$ cat src/rtl/wavelet_core_level_seq.sv
// Level sequencer for the wavelet core: loads filter coefficients, then walks
// decomposition levels 0..core_dec_level generating buffer read/write addresses.
//
// state      | meaning
// IDLE       | waiting for start
// INIT_SETUP | latch coefficient count, clear datapath
// INIT_RD    | stream coefficients from ibuff
// LVL_SETUP  | latch level lengths, clear datapath
// LVL_RD     | stream level samples, accept outputs
// LVL_DRAIN  | all samples issued, waiting for remaining outputs
// LVL_NEXT   | advance detail base, pick next level or finish
// FIN        | one-cycle done pulse
module wavelet_core_level_seq #(
   parameter int IBUFF_CELL_COUNT = 2048,
   parameter int OBUFF_CELL_COUNT = 2048,
   parameter int IBUFF_ADDR_WIDTH = $clog2(IBUFF_CELL_COUNT),
   parameter int OBUFF_ADDR_WIDTH = $clog2(OBUFF_CELL_COUNT),
   parameter int COEF_BASE        = 0
) (
   input  logic                        clk,
   input  logic                        rst,
   input  logic                        start,
   input  logic [1:0]                  core_dec_level,
   input  logic [IBUFF_ADDR_WIDTH-1:0] cur_inputs_len,
   input  logic [OBUFF_ADDR_WIDTH-1:0] cur_outputs_len,
   input  logic [OBUFF_ADDR_WIDTH-1:0] obuff_w_approx_addr,
   input  logic                        src_ready,
   input  logic                        mac_valid,
   output logic                        core_init,
   output logic [1:0]                  cur_dec_level,
   output logic                        dp_clear,
   output logic                        ibuff_r_en,
   output logic [IBUFF_ADDR_WIDTH-1:0] ibuff_r_addr,
   output logic                        ibuff_w_en,
   output logic [IBUFF_ADDR_WIDTH-1:0] ibuff_w_addr,
   output logic                        obuff_det_we,
   output logic [OBUFF_ADDR_WIDTH-1:0] obuff_det_addr,
   output logic                        obuff_apx_we,
   output logic [OBUFF_ADDR_WIDTH-1:0] obuff_apx_addr,
   output logic                        busy,
   output logic                        done,
   output logic                        err
);

   typedef enum logic [2:0] {
      IDLE, INIT_SETUP, INIT_RD, LVL_SETUP, LVL_RD, LVL_DRAIN, LVL_NEXT, FIN
   } state_t;

   localparam logic [IBUFF_ADDR_WIDTH-1:0] COEF_BASE_A = IBUFF_ADDR_WIDTH'(COEF_BASE);

   state_t                      state_q, state_d;
   logic [IBUFF_ADDR_WIDTH-1:0] rd_cnt_q, rd_cnt_d;
   logic [IBUFF_ADDR_WIDTH-1:0] in_len_q, in_len_d;
   logic [OBUFF_ADDR_WIDTH-1:0] out_cnt_q, out_cnt_d;
   logic [OBUFF_ADDR_WIDTH-1:0] out_len_q, out_len_d;
   logic [OBUFF_ADDR_WIDTH-1:0] det_base_q, det_base_d;
   logic [1:0]                  lvl_q, lvl_d;
   logic                        err_q, err_d;

   logic rd_last, rd_go, rd_all, out_ok, out_all, lvl_last;

   always_ff @(posedge clk) begin
      if (!rst) begin
         state_q    <= IDLE;
         rd_cnt_q   <= '0;
         in_len_q   <= '0;
         out_cnt_q  <= '0;
         out_len_q  <= '0;
         det_base_q <= '0;
         lvl_q      <= '0;
         err_q      <= 1'b0;
      end else begin
         state_q    <= state_d;
         rd_cnt_q   <= rd_cnt_d;
         in_len_q   <= in_len_d;
         out_cnt_q  <= out_cnt_d;
         out_len_q  <= out_len_d;
         det_base_q <= det_base_d;
         lvl_q      <= lvl_d;
         err_q      <= err_d;
      end
   end

   always_comb begin
      state_d    = state_q;
      rd_cnt_d   = rd_cnt_q;
      in_len_d   = in_len_q;
      out_cnt_d  = out_cnt_q;
      out_len_d  = out_len_q;
      det_base_d = det_base_q;
      lvl_d      = lvl_q;
      err_d      = err_q;

      core_init      = 1'b0;
      dp_clear       = 1'b0;
      ibuff_r_en     = 1'b0;
      ibuff_r_addr   = '0;
      ibuff_w_en     = 1'b0;
      ibuff_w_addr   = '0;
      obuff_det_we   = 1'b0;
      obuff_det_addr = '0;
      obuff_apx_we   = 1'b0;
      obuff_apx_addr = '0;
      busy           = (state_q != IDLE);
      done           = 1'b0;

      rd_last  = (in_len_q != '0) && (rd_cnt_q == in_len_q - 1'b1);
      rd_go    = src_ready && (rd_cnt_q < in_len_q);
      rd_all   = (rd_cnt_q == in_len_q) || (rd_go && rd_last && state_q == LVL_RD);
      out_ok   = mac_valid && (out_cnt_q != out_len_q);
      out_all  = (out_cnt_q == out_len_q) || (out_ok && out_cnt_q == out_len_q - 1'b1);
      lvl_last = (lvl_q == core_dec_level);

      case (state_q)
         IDLE: begin
            if (start) begin
               state_d = INIT_SETUP;
               err_d   = 1'b0;
               lvl_d   = '0;
            end
         end
         INIT_SETUP: begin
            core_init = 1'b1;
            dp_clear  = 1'b1;
            in_len_d  = cur_inputs_len;
            rd_cnt_d  = '0;
            state_d   = INIT_RD;
         end
         INIT_RD: begin
            core_init    = 1'b1;
            ibuff_r_addr = COEF_BASE_A + rd_cnt_q;
            if (rd_go) begin
               ibuff_r_en = 1'b1;
               rd_cnt_d   = rd_cnt_q + 1'b1;
            end
            if ((in_len_q == '0) || (rd_go && rd_last)) begin
               state_d    = LVL_SETUP;
               lvl_d      = '0;
               det_base_d = '0;
            end
         end
         LVL_SETUP: begin
            dp_clear  = 1'b1;
            in_len_d  = cur_inputs_len;
            out_len_d = cur_outputs_len;
            rd_cnt_d  = '0;
            out_cnt_d = '0;
            state_d   = LVL_RD;
         end
         LVL_RD, LVL_DRAIN: begin
            if (state_q == LVL_RD && rd_go) begin
               ibuff_r_en   = 1'b1;
               ibuff_r_addr = rd_cnt_q;
               rd_cnt_d     = rd_cnt_q + 1'b1;
            end
            // out_cnt never passes out_len, so an extra pulse only flags err
            if (mac_valid) begin
               if (out_ok) begin
                  obuff_det_we   = 1'b1;
                  obuff_det_addr = det_base_q + out_cnt_q;
                  if (lvl_last) begin
                     obuff_apx_we   = 1'b1;
                     obuff_apx_addr = obuff_w_approx_addr + out_cnt_q;
                  end else begin
                     ibuff_w_en   = 1'b1;
                     ibuff_w_addr = IBUFF_ADDR_WIDTH'(out_cnt_q);
                  end
                  out_cnt_d = out_cnt_q + 1'b1;
               end else begin
                  err_d = 1'b1;
               end
            end
            if (state_q == LVL_RD) begin
               if (rd_all && out_all) state_d = LVL_NEXT;
               else if (rd_all)       state_d = LVL_DRAIN;
            end else if (out_all) begin
               state_d = LVL_NEXT;
            end
         end
         LVL_NEXT: begin
            det_base_d = det_base_q + out_len_q;
            if (lvl_last) begin
               state_d = FIN;
            end else begin
               lvl_d   = lvl_q + 1'b1;
               state_d = LVL_SETUP;
            end
         end
         FIN: begin
            done    = 1'b1;
            state_d = IDLE;
         end
         default: state_d = IDLE;
      endcase
   end

   assign cur_dec_level = lvl_q;
   assign err           = err_q;

endmodule

$ cat config.mk
export PLATFORM = sky130hd
export DESIGN_NAME = wavelet_core_level_seq
export DESIGN_NICKNAME = d
export VERILOG_FILES = /design/src/rtl/wavelet_core_level_seq.sv
export SDC_FILE = /design/constraint.sdc
export NUM_CORES = 1
export LEC_CHECK = 0
export CELL_PAD_IN_SITES_DETAIL_PLACEMENT = 1
export CELL_PAD_IN_SITES_GLOBAL_PLACEMENT = 1
export CORE_ASPECT_RATIO = 1.2
export CORE_MARGIN = 8
export CORE_UTILIZATION = 25
export CTS_CLUSTER_SIZE = 8
export DETAILED_ROUTE_END_ITERATION = 10
export PLACE_DENSITY = 0.64
export SYNTH_ARGS = -nofsm -noshare
export SYNTH_HDL_FRONTEND = slang
export SYNTH_SLANG_ARGS = --single-unit
export TNS_END_PERCENT = 100
$ cat constraint.sdc
create_clock -name clk -period 3.6 [get_ports clk]
set_input_delay 0.54 -clock clk [delete_from_list [all_inputs] [get_ports clk]]
set_output_delay 0.54 -clock clk [all_outputs]
set_load 0.03 [all_outputs]
### Word-level counts from Yosys, hierarchy flattened

Index checks and enable logic that the tools add are counted.

* output and inout port bits: 55
* bits in registers: 61
* input bits: 40

* muxes and demuxes: 54
* reduce and logical (&&, ||, !) cells: 29
* magnitude comparators: 1
* equality and inequality tests: 23
* add/subtract/negate cells: 8

Operators by type and width (number)
* $mux W11: 17
* $pmux W11 S2: 3
* $eq A11 B11 Y1: 4
* $add A11 B11 Y11: 3
* $pmux W11 S3: 1
* $add A11 B1 Y11 const B: 2
* $sub A11 B1 Y11 const B: 2
* $mux W3: 7
* $pmux W3 S7: 1
* $mux W1: 19
* $ne A2 B2 Y1 const B: 8
* $eq A3 B3 Y1 const B: 4
* $reduce_and A4 Y1: 3
* $logic_not A11 Y1: 1
* $lt A11 B11 Y1: 1
* $ne A11 B11 Y1: 1
* $reduce_bool A11 Y1: 1
* $reduce_bool A3 Y1: 3
* $logic_and A1 B1 Y1: 8
* $eq A3 B2 Y1 const B: 2
* $mux W2: 3
* $pmux W2 S3: 1
* $reduce_and A3 Y1: 2
* $reduce_bool A2 Y1: 3
* other kinds (10): 15

### Longest topological paths before layout

Gate-level depths: netlist of the first run.

* word-level depth: 10
* gate-level depth with buffers: 11
* depth with buffers taken out: 10

### Worst setup path after synthesis of the first run

Ideal clock, no wire load.

* path kind: input -> output
* start point: input obuff_w_approx_addr[1]
* end point: output obuff_apx_addr[7]
* data arrival time: 2.541 ns
* data required time: 3.060 ns
* stages on the path: 7
* setup slack: 0.519 ns
* buffers on the path: 0
* cells stage by stage: ha_1 -> a21o_1 -> a21oi_1 -> o21ai_0 -> a2111o_1 -> nand3_1 -> nor3b_1

* word-level cells in the longest chain between the ends: 5

RTL lines
* from (decl): line 26 `input logic [OBUFF_ADDR_WIDTH-1:0] obuff_w_approx_addr,`
* $add A11 B11 Y11: line 163 `obuff_apx_addr = obuff_w_approx_addr + out_cnt_q;`
* $mux W11: line 161 `if (lvl_last) begin`
* $mux W11: line 158 `if (out_ok) begin`
* $mux W11: line 157 `if (mac_valid) begin`
* $mux W11: line 114 `case (state_q)`
* to (decl): line 39 `output logic [OBUFF_ADDR_WIDTH-1:0] obuff_apx_addr,`

Every way passes these cells.

### Worst setup path in the final report of the first run

* start point: input obuff_w_approx_addr[1]
* end point: output obuff_apx_addr[9]

The elaborated chain is that of the path after synthesis.

==> key figures, run 1 <==
Outcome
  – Outcome: complete, no violations

Synth
  – Average size of a mapped cell: around 7.5 sq um
  – Top-count cell post-synth: nand2_1
  – Async SR Flop Fraction: 0
  – Synth Area in Adders: 0.118
  – Largest family of logic cells by synthesized area: simple AND/OR/NAND/NOR gates
  – Register bit total from synthesis: 61
  – Simple-Gate Fraction of Synth Area: 0.275
  – Synth Flop Type: dfxtp_1
  – Largest cells by area after synthesis: dfxtp_1 23%, ha_1 11%, xnor2_1 6.3%
  – Multiplexer area fraction after synthesis: 0.00766
  – Area fraction of the dominant cell type after synthesis: 0.227
  – Mapped Cells: 721
  – Area leader, netlist: dfxtp_1
  – Yosys Warn Count: 0
  – Post-Synth XOR/XNOR Area: 0.107
  – Syn nets: a little over 800
  – Number of synthesized flops with an enable pin: 0
  – Synth top cells by count: 74 x nand2_1, 71 x nor2_1, 61 x dfxtp_1, 59 x a21oi_1, 46 x ha_1
  – Compound-Gate Fraction of Synth Area: 0.215
  – Synth unique cells: 66
  – Sequential area share after synthesis: 0.227
  – Post-Syn Area: 5390 sq um

Critical path
  – Crit. End Element: output pin
  – Startpoint Class: input port
  – Crit-path max FO: 3
  – R2r setup slk: 0.65 ns
  – Crit Path Class: in2out
  – RR Startpoint: in_len_q[3]
  – R2R Path End: rd_cnt_q[9]
  – Reg2Reg Depth: 10
  – WP data arrival: 2.88 ns
  – CP required: 3.06 ns

Route
  – # DRC: 0
  – Pre-antenna DRT Iters: 4
  – Wire per inst: 18.1 um
  – Vias/cell: 5.09
  – Vias: 5,648
  – Post-Route WL: 20,000 um
  – Final ANT Viol Nets: 0
  – DR iter-0 viols: 290

Finish
  – FILL cells: 2,672
  – # diodes: 0
  – Final instance area: 7100 sq um
  – Layout cells sized above 1: 0.132
  – Synthesis-to-layout area growth: 31.8%
  – Nets: around 920

Clock tree
  – Clock buffer depth: 2
  – CTS tree: built
  – CTS root buffer: clkbuf_16
  – Setup bufs post-CTS: 0
  – Clock Pin Slew Worst Setup and Hold Paths: approximately 0.060 ns
  – Clk_lat worst skew: 0.34 ns
  – CTS H-tree lvls: 3
  – CTS Buf Count: 9
  – TritonCTS sink count: 61

Job
  – Max Cap Viol: 0

Floorplan
  – Initial Util: 0.252
  – Die area: 26,500 sq um
  – Ports: 95
  – Die Wd: 150 um
  – Rows: 59
  – Die height: approximately 180 um
  – Core box area: 21,400 sq um

STA
  – Clock Skews: 0.0107 ns
  – Final critical-path share of the clock period: 0.951
  – Max Clk Rate: between 200 and 300 MHz
  – Max-slew headroom: 0.428
  – WHS: 0.506 ns
  – Post-layout min period: ~3.4 ns
  – Final setup fails: 0
  – Final Hold Viols: 0
  – Worst slew pin tran: about 0.85 ns
  – RSZ-0062 raised after global routing: false
  – Final Max Slew Viols: 0

Global routing
  – First-pass GRT wire length: about 32,000 um
  – Largest net degree at the start of global routing: 25
  – Grt total ovfl: 0
  – Vias in the first global route: 5,889
  – Antenna violations before repair: 0
  – Total GRT Usage: 0.153

Worst hold path
  – Hold depth: 2
  – Hold path startpoint: det_base_q[9]
  – Hold EP: det_base_q[9]
  – Min-delay worst type: reg2reg

Placement
  – I/O Buffers: 94
  – DP Wirelength: 16,000 um
  – Routability congestion estimate: 0.824
  – Placed inst area: 6730 sq um

Pwr
  – Peak VDD IR: 0.302 mV
  – LEAKAGE: 0.00306 uW
  – Power Density: 454 nW/um^2
==> how the worst max path moves through the flow <==
| stage | from | endpoint | slack [ns] | depth (start not counted) |
|---|---|---|---|---|
| 5_1_grt | obuff_w_approx_addr[0] | obuff_apx_addr[10] | 0.004 | 12 |
| 4_1_cts | obuff_w_approx_addr[0] | obuff_apx_addr[10] | 0.03 | 12 |
| 6_report | obuff_w_approx_addr[1] | obuff_apx_addr[9] | 0.18 | 10 |
| 3_5_place_dp | obuff_w_approx_addr[0] | obuff_apx_addr[10] | -0.09 | 12 |
| 3_3_place_gp | obuff_w_approx_addr[0] | obuff_apx_addr[10] | -0.02 | 12 |
| 2_1_floorplan | obuff_w_approx_addr[1] | obuff_apx_addr[7] | 0.52 | 7 |
==> cell families after synthesis <==
family / Yosys count
mux: 4
compound gates: 175
fa+ha+maj: 49
flops: 61
xor+xnor: 66
simple gates: 297
buf+inv: 69
==> worst max-delay path, stage by stage <==
cell             delay (ns)
clkdlybuf4s50_1        0.43
ha_1                   0.30
a21o_1                 0.17
a21oi_1                0.21
o21ai_0                0.15
a2111o_1               0.49
a41oi_2                0.22
xor2_1                 0.16
nor2_1                 0.06
buf_4                  0.16
==> through the flow <==
step / setup TNS (ns) / total power (uW) / setup WS, ns / std cells / util
finish: 0 / 3230 / 0.176 / 1109 / 0.332
global route: 0 / 3430 / 0.00363 / 1109 / 0.332
floorplan: 0 / 1730 / 0.519 / 721 / -
detailed placement: -0.0887 / 2210 / -0.0887 / 1093 / 0.314
CTS: 0 / 3260 / 0.0314 / 1109 / 0.330
global placement: -0.0191 / 2210 / -0.0191 / 1093 / 0.314
==> flip-flops by register name, summed over array words and instances (netlist names) <==
register / cells
state_q: 3
err: 1
det_base_q: 11
rd_cnt_q: 11
in_len_q: 11
cur_dec_level: 2
out_len_q: 11
out_cnt_q: 11
==> repair_timing <==
action                     4_1_cts  5_1_grt
hold endpoints to repair         0        0
pin swaps                        0        1
hold buffers                     0        0
resized for setup                2        9
setup endpoints to repair        1        7
==> layer usage <==
metal / vias to the layer above / part of all wire / track usage
li1: 2819 / - / -
met2: 111 / 0.51 / 0.278
met1: 2691 / 0.43 / 0.174
met4: 0 / 0.021 / 0.0567
met5: - / 0 / 0
met3: 27 / 0.044 / 0.0284
==> cells in the final DEF, fill, tap and decap left out, drive strengths merged, types with 33 or more instances in the layout <==
master and n:
buf 83, nand2 75, nor2 71, dfxtp 61, a21oi 59, ha 46, clkdlybuf4s50 46, xnor2 39
inv 33
==> where the power goes <==
group	internal [uW]	switching, uW
registers	732	103
logic	534	836
clock network	681	340
==> layout make-up <==
cell class                 instances  area [sq um]  share of cell area
multi-input combinational        591          3920               0.552
sequential                        61          1220               0.172
timing repair buffer             133          1150               0.161
tap                              274           343              0.0483
clock buffer                      13           280              0.0395
inverter                          34           128              0.0180
clock inverter                     3          65.1             0.00916
Note: power is estimated with default switching activity, not from simulation.
==> inputs of run 2 (changes only) <==
--- a/config.mk
+++ b/config.mk
@@ -5,9 +5,9 @@
 export SDC_FILE = /design/constraint.sdc
 export NUM_CORES = 1
 export LEC_CHECK = 0
+export CAP_MARGIN = 20
 export CELL_PAD_IN_SITES_DETAIL_PLACEMENT = 1
 export CELL_PAD_IN_SITES_GLOBAL_PLACEMENT = 1
-export CORE_ASPECT_RATIO = 1.2
 export CORE_MARGIN = 8
 export CORE_UTILIZATION = 25
 export CTS_CLUSTER_SIZE = 8
==> key figures, run 2 (synthesized netlist as in run 1, its figures left out) <==
Pwr
  – LEAKAGE: 0.00305 uW (-0.14%)
  – Peak VDD IR: 0.243 mV (-19%)
  – Power Density: 426 nW/um^2 (-6.2%)

Placement
  – I/O Buffers: 94 (unchanged)
  – Pre-CTS WS: -0.0585 ns (+0.0302 ns)
  – Placed inst area: 6800 sq um (+1.1%)
  – Routability congestion estimate: 0.871 (+5.7%)
  – DP Wirelength: 16,000 um (-0.15%)

STA
  – Max-slew headroom: 0.415 (-0.0127)
  – Final critical-path share of the clock period: 0.955 (+0.00424)
  – Final setup margin: 0.161 ns (-0.0153 ns)
  – Max Clk Rate: 291 MHz (-0.44%)
  – Final Max Slew Viols: 0 (unchanged)
  – Post-layout min period: 3.44 ns (+0.0153 ns)
  – RSZ-0062 raised after global routing: false
  – Final Hold Viols: 0 (unchanged)
  – Worst slew pin tran: 0.874 ns (+0.0190 ns)
  – Final setup fails: 0 (unchanged)
  – Clock Skews: 0.00416 ns (-0.00656 ns)

Route
  – Wire per inst: 18.0 um (-0.53%)
  – Met3 WL post-DR: 898 um (+1.0%)
  – DR iter-0 viols: 229 (-21%)
  – Post-Route WL: 20,000 um (about the same)
  – Met1 Wirelength: 9250 um (+8.1%)
  – Vias/cell: 5.06 (-0.56%)
  – # DRC: 0 (unchanged)
  – Top Layer Used: met4
  – Met2 wire length: 9550 um (-6.1%)
  – Final ANT Viol Nets: 0 (unchanged)
  – Vias: 5,647 (-0.018%)
  – Pre-antenna DRT Iters: 4 (unchanged)

Finish
  – Final instance area: 7090 sq um (-0.23%)
  – Synthesis-to-layout area growth: 31.5%
  – Multi-input logic area: 3920 sq um (unchanged)
  – Most frequent cells in the layout: 86 x buf_4, 74 x nand2_1, 71 x nor2_1
  – Nets: 926 (+0.76%)
  – Layout cells sized above 1: 0.138 (+0.00636)
  – Leading cell type in the layout, fill and taps excluded: buf_4
  – Fin util: 0.336 (+0.00427)
  – # diodes: 0 (unchanged)
  – Reg area: 1220 sq um (+0.10%)
  – FILL cells: 2,606 (-2.5%)

Floorplan
  – Die Wd: 163 um (+8.5%)
  – Ports: 95 (unchanged)
  – Initial Util: 0.256 (+0.00382)
  – Die height: 163 um (-7.9%)
  – Rows: 53 (-10%)
  – Die area: 26,500 sq um (about the same)
  – Core box area: 21,100 sq um (-1.5%)

Clock tree
  – CTS tree: built
  – CTS Buf Count: 9 (unchanged)
  – Clk_lat worst skew: 0.34 ns (about the same)
  – Clock buffer depth: 2 (unchanged)
  – Clock Pin Slew Worst Setup and Hold Paths: 0.05 ns (about the same)
  – CTS root buffer: clkbuf_16
  – CTS H-tree lvls: 3 (unchanged)
  – Post-CTS Hold Buffers: 0 (unchanged)
  – TritonCTS sink count: 61 (unchanged)

Worst hold path
  – Hold depth: 2 (unchanged)
  – Min-delay worst type: reg2reg
  – Hold EP: det_base_q[0]
  – Hold path startpoint: det_base_q[0]

Critical path
  – Crit-path max FO: 4 (+1)
  – Crit path largest cell delay: 0.41 ns (-0.08 ns)
  – Crit Path Class: reg2out
  – Most used cell, CP: o21ai_0
  – WP data arrival: 2.90 ns (+0.02 ns)
  – Reg2Reg Depth: 8 (-2)
  – CP required: 3.06 ns (about the same)
  – Crit. End Element: output pin
  – RR Startpoint: out_len_q[0]
  – Critical path's slowest cell: a31oi_1
  – R2R Path End: state_q[0]
  – R2r setup slk: 0.69 ns (+0.04 ns)
  – Cells along the critical path: ha_1 > inv_1 > fa_1 > nor2b_1 > o21ai_0 > a21boi_1 > o21ai_0 > a21oi_2 > a31oi_1 > mux2i_2 > buf_12
  – Startpoint Class: register

Global routing
  – Grt total ovfl: 0 (unchanged)
  – Vias in the first global route: 5,827 (-1.1%)
  – Largest net degree at the start of global routing: 36 (+44%)
  – First-pass GRT wire length: 32,100 um (+1.1%)
  – Antenna violations before repair: 0 (unchanged)
  – Total GRT Usage: 0.152 (-0.00174)

Outcome
  – Outcome: complete, no violations

Job
  – Max Cap Viol: 0 (unchanged)
run 2: cell count changes in the layout (fill, tap and decap cells not counted), moves of 2 or more:
cell	delta
buf_4	+4
bufinv_16	-2
clkbuf_2	+2
clkbuf_8	-2
run 2: report_power, final:
part	internal (uW)	switching [uW]
Clock	493	312
Combinational	545	840
Sequential	732	98.3
Total	1770	1250
run 2: worst max-delay path, delay by kind of cell (launching register included):
kind | cells | cell delay (ns)
muxes | 1 | 0.37
buffers and inverters | 2 | 0.24
adders and majority gates | 2 | 0.38
DFF | 1 | 0.33
AOI/OAI and AO/OA | 5 | 1.17
and+or+nand+nor | 1 | 0.05
run 2: metal layers:
metal	vias up	global-route usage
met5	-	0
met4	0	0.0413
met3	23	0.0354
met2	113	0.258
met1	2688	0.187
li1	2823	-
run 2: area by class of cell:
type / count / share of cell area
multi-input cells: 591 / 0.553
clock buffers: 12 / 0.0362
clock inverters: 2 / 0.00141
well taps: 275 / 0.0486
inverters: 34 / 0.0180
flip-flops and latches: 61 / 0.173
repair buffers: 140 / 0.170
run 2: stage by stage:
stage / instances / total power, uW / setup TNS, ns / hold WS [ns]
2_1_floorplan: 721 / 1730 / 0 / 0.457
3_3_place_gp: 1101 / 2230 / -0.0123 / 0.496
3_5_place_dp: 1101 / 2230 / -0.0585 / 0.500
4_1_cts: 1115 / 3060 / 0 / 0.508
5_1_grt: 1115 / 3250 / 0 / 0.533
6_report: 1115 / 3020 / 0 / 0.509
run 2: what timing repair did:
action,in CTS,in global routing
setup buffers,0,0
pin swaps,0,2
resized for setup,5,14
setup endpoints to repair,4,9
run 2: worst max path at each step:
stage | start | to | slack, ns | cells past startpoint
after floorplan | obuff_w_approx_addr[1] | obuff_apx_addr[7] | 0.52 | 7
after global placement | obuff_w_approx_addr[0] | obuff_apx_addr[10] | -0.01 | 12
after detailed placement | obuff_w_approx_addr[0] | obuff_apx_addr[10] | -0.06 | 12
after CTS | out_cnt_q[1] | obuff_det_addr[10] | 0.03 | 10
after global routing | det_base_q[0] | obuff_det_addr[10] | 0.001 | 11
final | det_base_q[0] | obuff_det_addr[10] | 0.16 | 11
==> inputs of run 3 (changes only) <==
--- a/config.mk
+++ b/config.mk
@@ -12,7 +12,7 @@
 export CORE_UTILIZATION = 25
 export CTS_CLUSTER_SIZE = 8
 export DETAILED_ROUTE_END_ITERATION = 10
-export PLACE_DENSITY = 0.64
+export PLACE_DENSITY = 0.57
 export SYNTH_ARGS = -nofsm -noshare
 export SYNTH_HDL_FRONTEND = slang
 export SYNTH_SLANG_ARGS = --single-unit
==> key figures, run 3 (synthesized netlist as in run 1, its figures left out) <==
Pwr
  – Power Density: 434 nW/um^2 (+1.8%)
  – Peak VDD IR: 0.208 mV (-14%)
  – LEAKAGE: 0.00307 uW (+0.75%)

Global routing
  – Vias in the first global route: 6,430 (+10%)
  – Grt total ovfl: 0 (unchanged)
  – Largest net degree at the start of global routing: 26 (-28%)
  – Total GRT Usage: 0.161 (+0.00986)
  – First-pass GRT wire length: 34,100 um (+6.4%)
  – Antenna violations before repair: 0 (unchanged)

Finish
  – Fin util: 0.341 (+0.00504)
  – Final instance area: 7190 sq um (+1.5%)
  – Synthesis-to-layout area growth: 33.4%
  – # diodes: 0 (unchanged)
  – Most frequent cells in the layout: 80 x buf_4, 74 x nand2_1, 71 x nor2_1
  – Leading cell type in the layout, fill and taps excluded: buf_4
  – Layout cells sized above 1: 0.138 (-0.000328)
  – Nets: 928 (+0.22%)
  – FILL cells: 2,588 (-0.69%)

Clock tree
  – CTS H-tree lvls: 3 (unchanged)
  – Clock buffer depth: 2 (unchanged)
  – CTS root buffer: clkbuf_16
  – TritonCTS sink count: 61 (unchanged)
  – Clock Pin Slew Worst Setup and Hold Paths: 0.05 ns (about the same)
  – CTS tree: built
  – CTS Buf Count: 9 (unchanged)
  – Clk_lat worst skew: 0.34 ns (about the same)

Route
  – DR iter-0 viols: 221 (-3.5%)
  – Vias: 5,828 (+3.2%)
  – Final ANT Viol Nets: 0 (unchanged)
  – Post-Route WL: 21,200 um (+5.8%)
  – # DRC: 0 (unchanged)
  – Vias/cell: 5.22 (+3.0%)
  – Pre-antenna DRT Iters: 4 (unchanged)
  – Wire per inst: 19.0 um (+5.6%)

Placement
  – Placed inst area: 6850 sq um (+0.74%)
  – I/O Buffers: 94 (unchanged)
  – Routability congestion estimate: 0.925 (+6.2%)
  – DP Wirelength: 17,100 um (+7.3%)

Floorplan
  – Rows: 53 (unchanged)
  – Die Wd: 163 um (unchanged)
  – Die area: 26,500 sq um (unchanged)
  – Ports: 95 (unchanged)
  – Die height: 163 um (unchanged)
  – Initial Util: 0.256 (unchanged)
  – Core box area: 21,100 sq um (unchanged)

Critical path
  – WP data arrival: 2.93 ns (+0.03 ns)
  – CP required: 3.06 ns (about the same)
  – Crit Path Class: in2out
  – Startpoint Class: input port
  – Crit-path max FO: 3 (-1)
  – Crit. End Element: output pin

STA
  – Final setup fails: 0 (unchanged)
  – RSZ-0062 raised after global routing: false
  – Max Clk Rate: 288 MHz (-0.82%)
  – Post-layout min period: 3.47 ns (+0.0284 ns)
  – Final Hold Viols: 0 (unchanged)
  – Max-slew headroom: 0.343 (-0.0719)
  – Worst slew pin tran: 0.981 ns (+0.107 ns)
  – Final Max Slew Viols: 0 (unchanged)
  – Final critical-path share of the clock period: 0.963 (+0.00788)
  – Clock Skews: 0.00737 ns (+0.00321 ns)

Worst hold path
  – Min-delay worst type: reg2reg

Job
  – Max Cap Viol: 0 (unchanged)

Outcome
  – Outcome: complete, no violations
-- run 3: path summary, 6_finish.rpt --
kind	cells after the start	to	slack, ns	start
max reg2reg	10	rd_cnt_q[6]	0.59	in_len_q[5]
min reg2reg	2	in_len_q[10]	0.52	in_len_q[10]
min	2	in_len_q[10]	0.52	in_len_q[10]
max	10	obuff_apx_addr[9]	0.13	obuff_w_approx_addr[1]
-- run 3: stage by stage --
step	total power [uW]	setup WS, ns	cells	hold WS [ns]	setup TNS (ns)
2_1_floorplan	1730	0.519	721	0.457	0
3_3_place_gp	2220	0.00464	1101	0.472	0
3_5_place_dp	2260	-0.0865	1101	0.510	-0.0865
4_1_cts	3150	0.0119	1116	0.516	0
5_1_grt	3330	0.00730	1117	0.543	0
6_report	3120	0.133	1117	0.515	0
-- run 3: final cells by class --
class / count / area [sq um] / share of cell area
multi-input cells: 591 / 3950 / 0.549
clock inverters: 2 / 35.0 / 0.00487
flip-flops and latches: 61 / 1220 / 0.170
repair buffers: 142 / 1270 / 0.177
well taps: 275 / 344 / 0.0478
clock buffers: 12 / 246 / 0.0343
inverters: 34 / 128 / 0.0177
-- run 3: power breakdown --
group | total, uW | switching, uW | leakage (uW) | internal, uW
Clock | 867 | 321 | 0.000139 | 546
Sequential | 818 | 86.3 | 0.000494 | 732
Combinational | 1430 | 881 | 0.00244 | 553
Total | 3120 | 1290 | 0.00307 | 1830
-- run 3: critical path, stage by stage --
cell and delay (ns):
clkdlybuf4s50_1 0.43, ha_1 0.31, a21o_1 0.19, a21oi_1 0.22, o21ai_1 0.13, a2111o_1 0.48
a41oi_2 0.21, xor2_1 0.19, nor2_1 0.07, buf_4 0.17
-- run 3: layer usage --
layer | wire, um | track usage
met1 | 8490 | 0.170
met2 | 11000 | 0.300
met3 | 941 | 0.0387
met4 | 775 | 0.0684
met5 | 0 | 0
-- run 3: repair_timing --
| action | in CTS | in global routing |
|---|---|---|
| setup buffers | 1 | 1 |
| setup endpoints to repair | 5 | 27 |
| resized for setup | 7 | 21 |
| hold buffers | 0 | 0 |
| hold endpoints to repair | 0 | 0 |
| pin swaps | 1 | 5 |
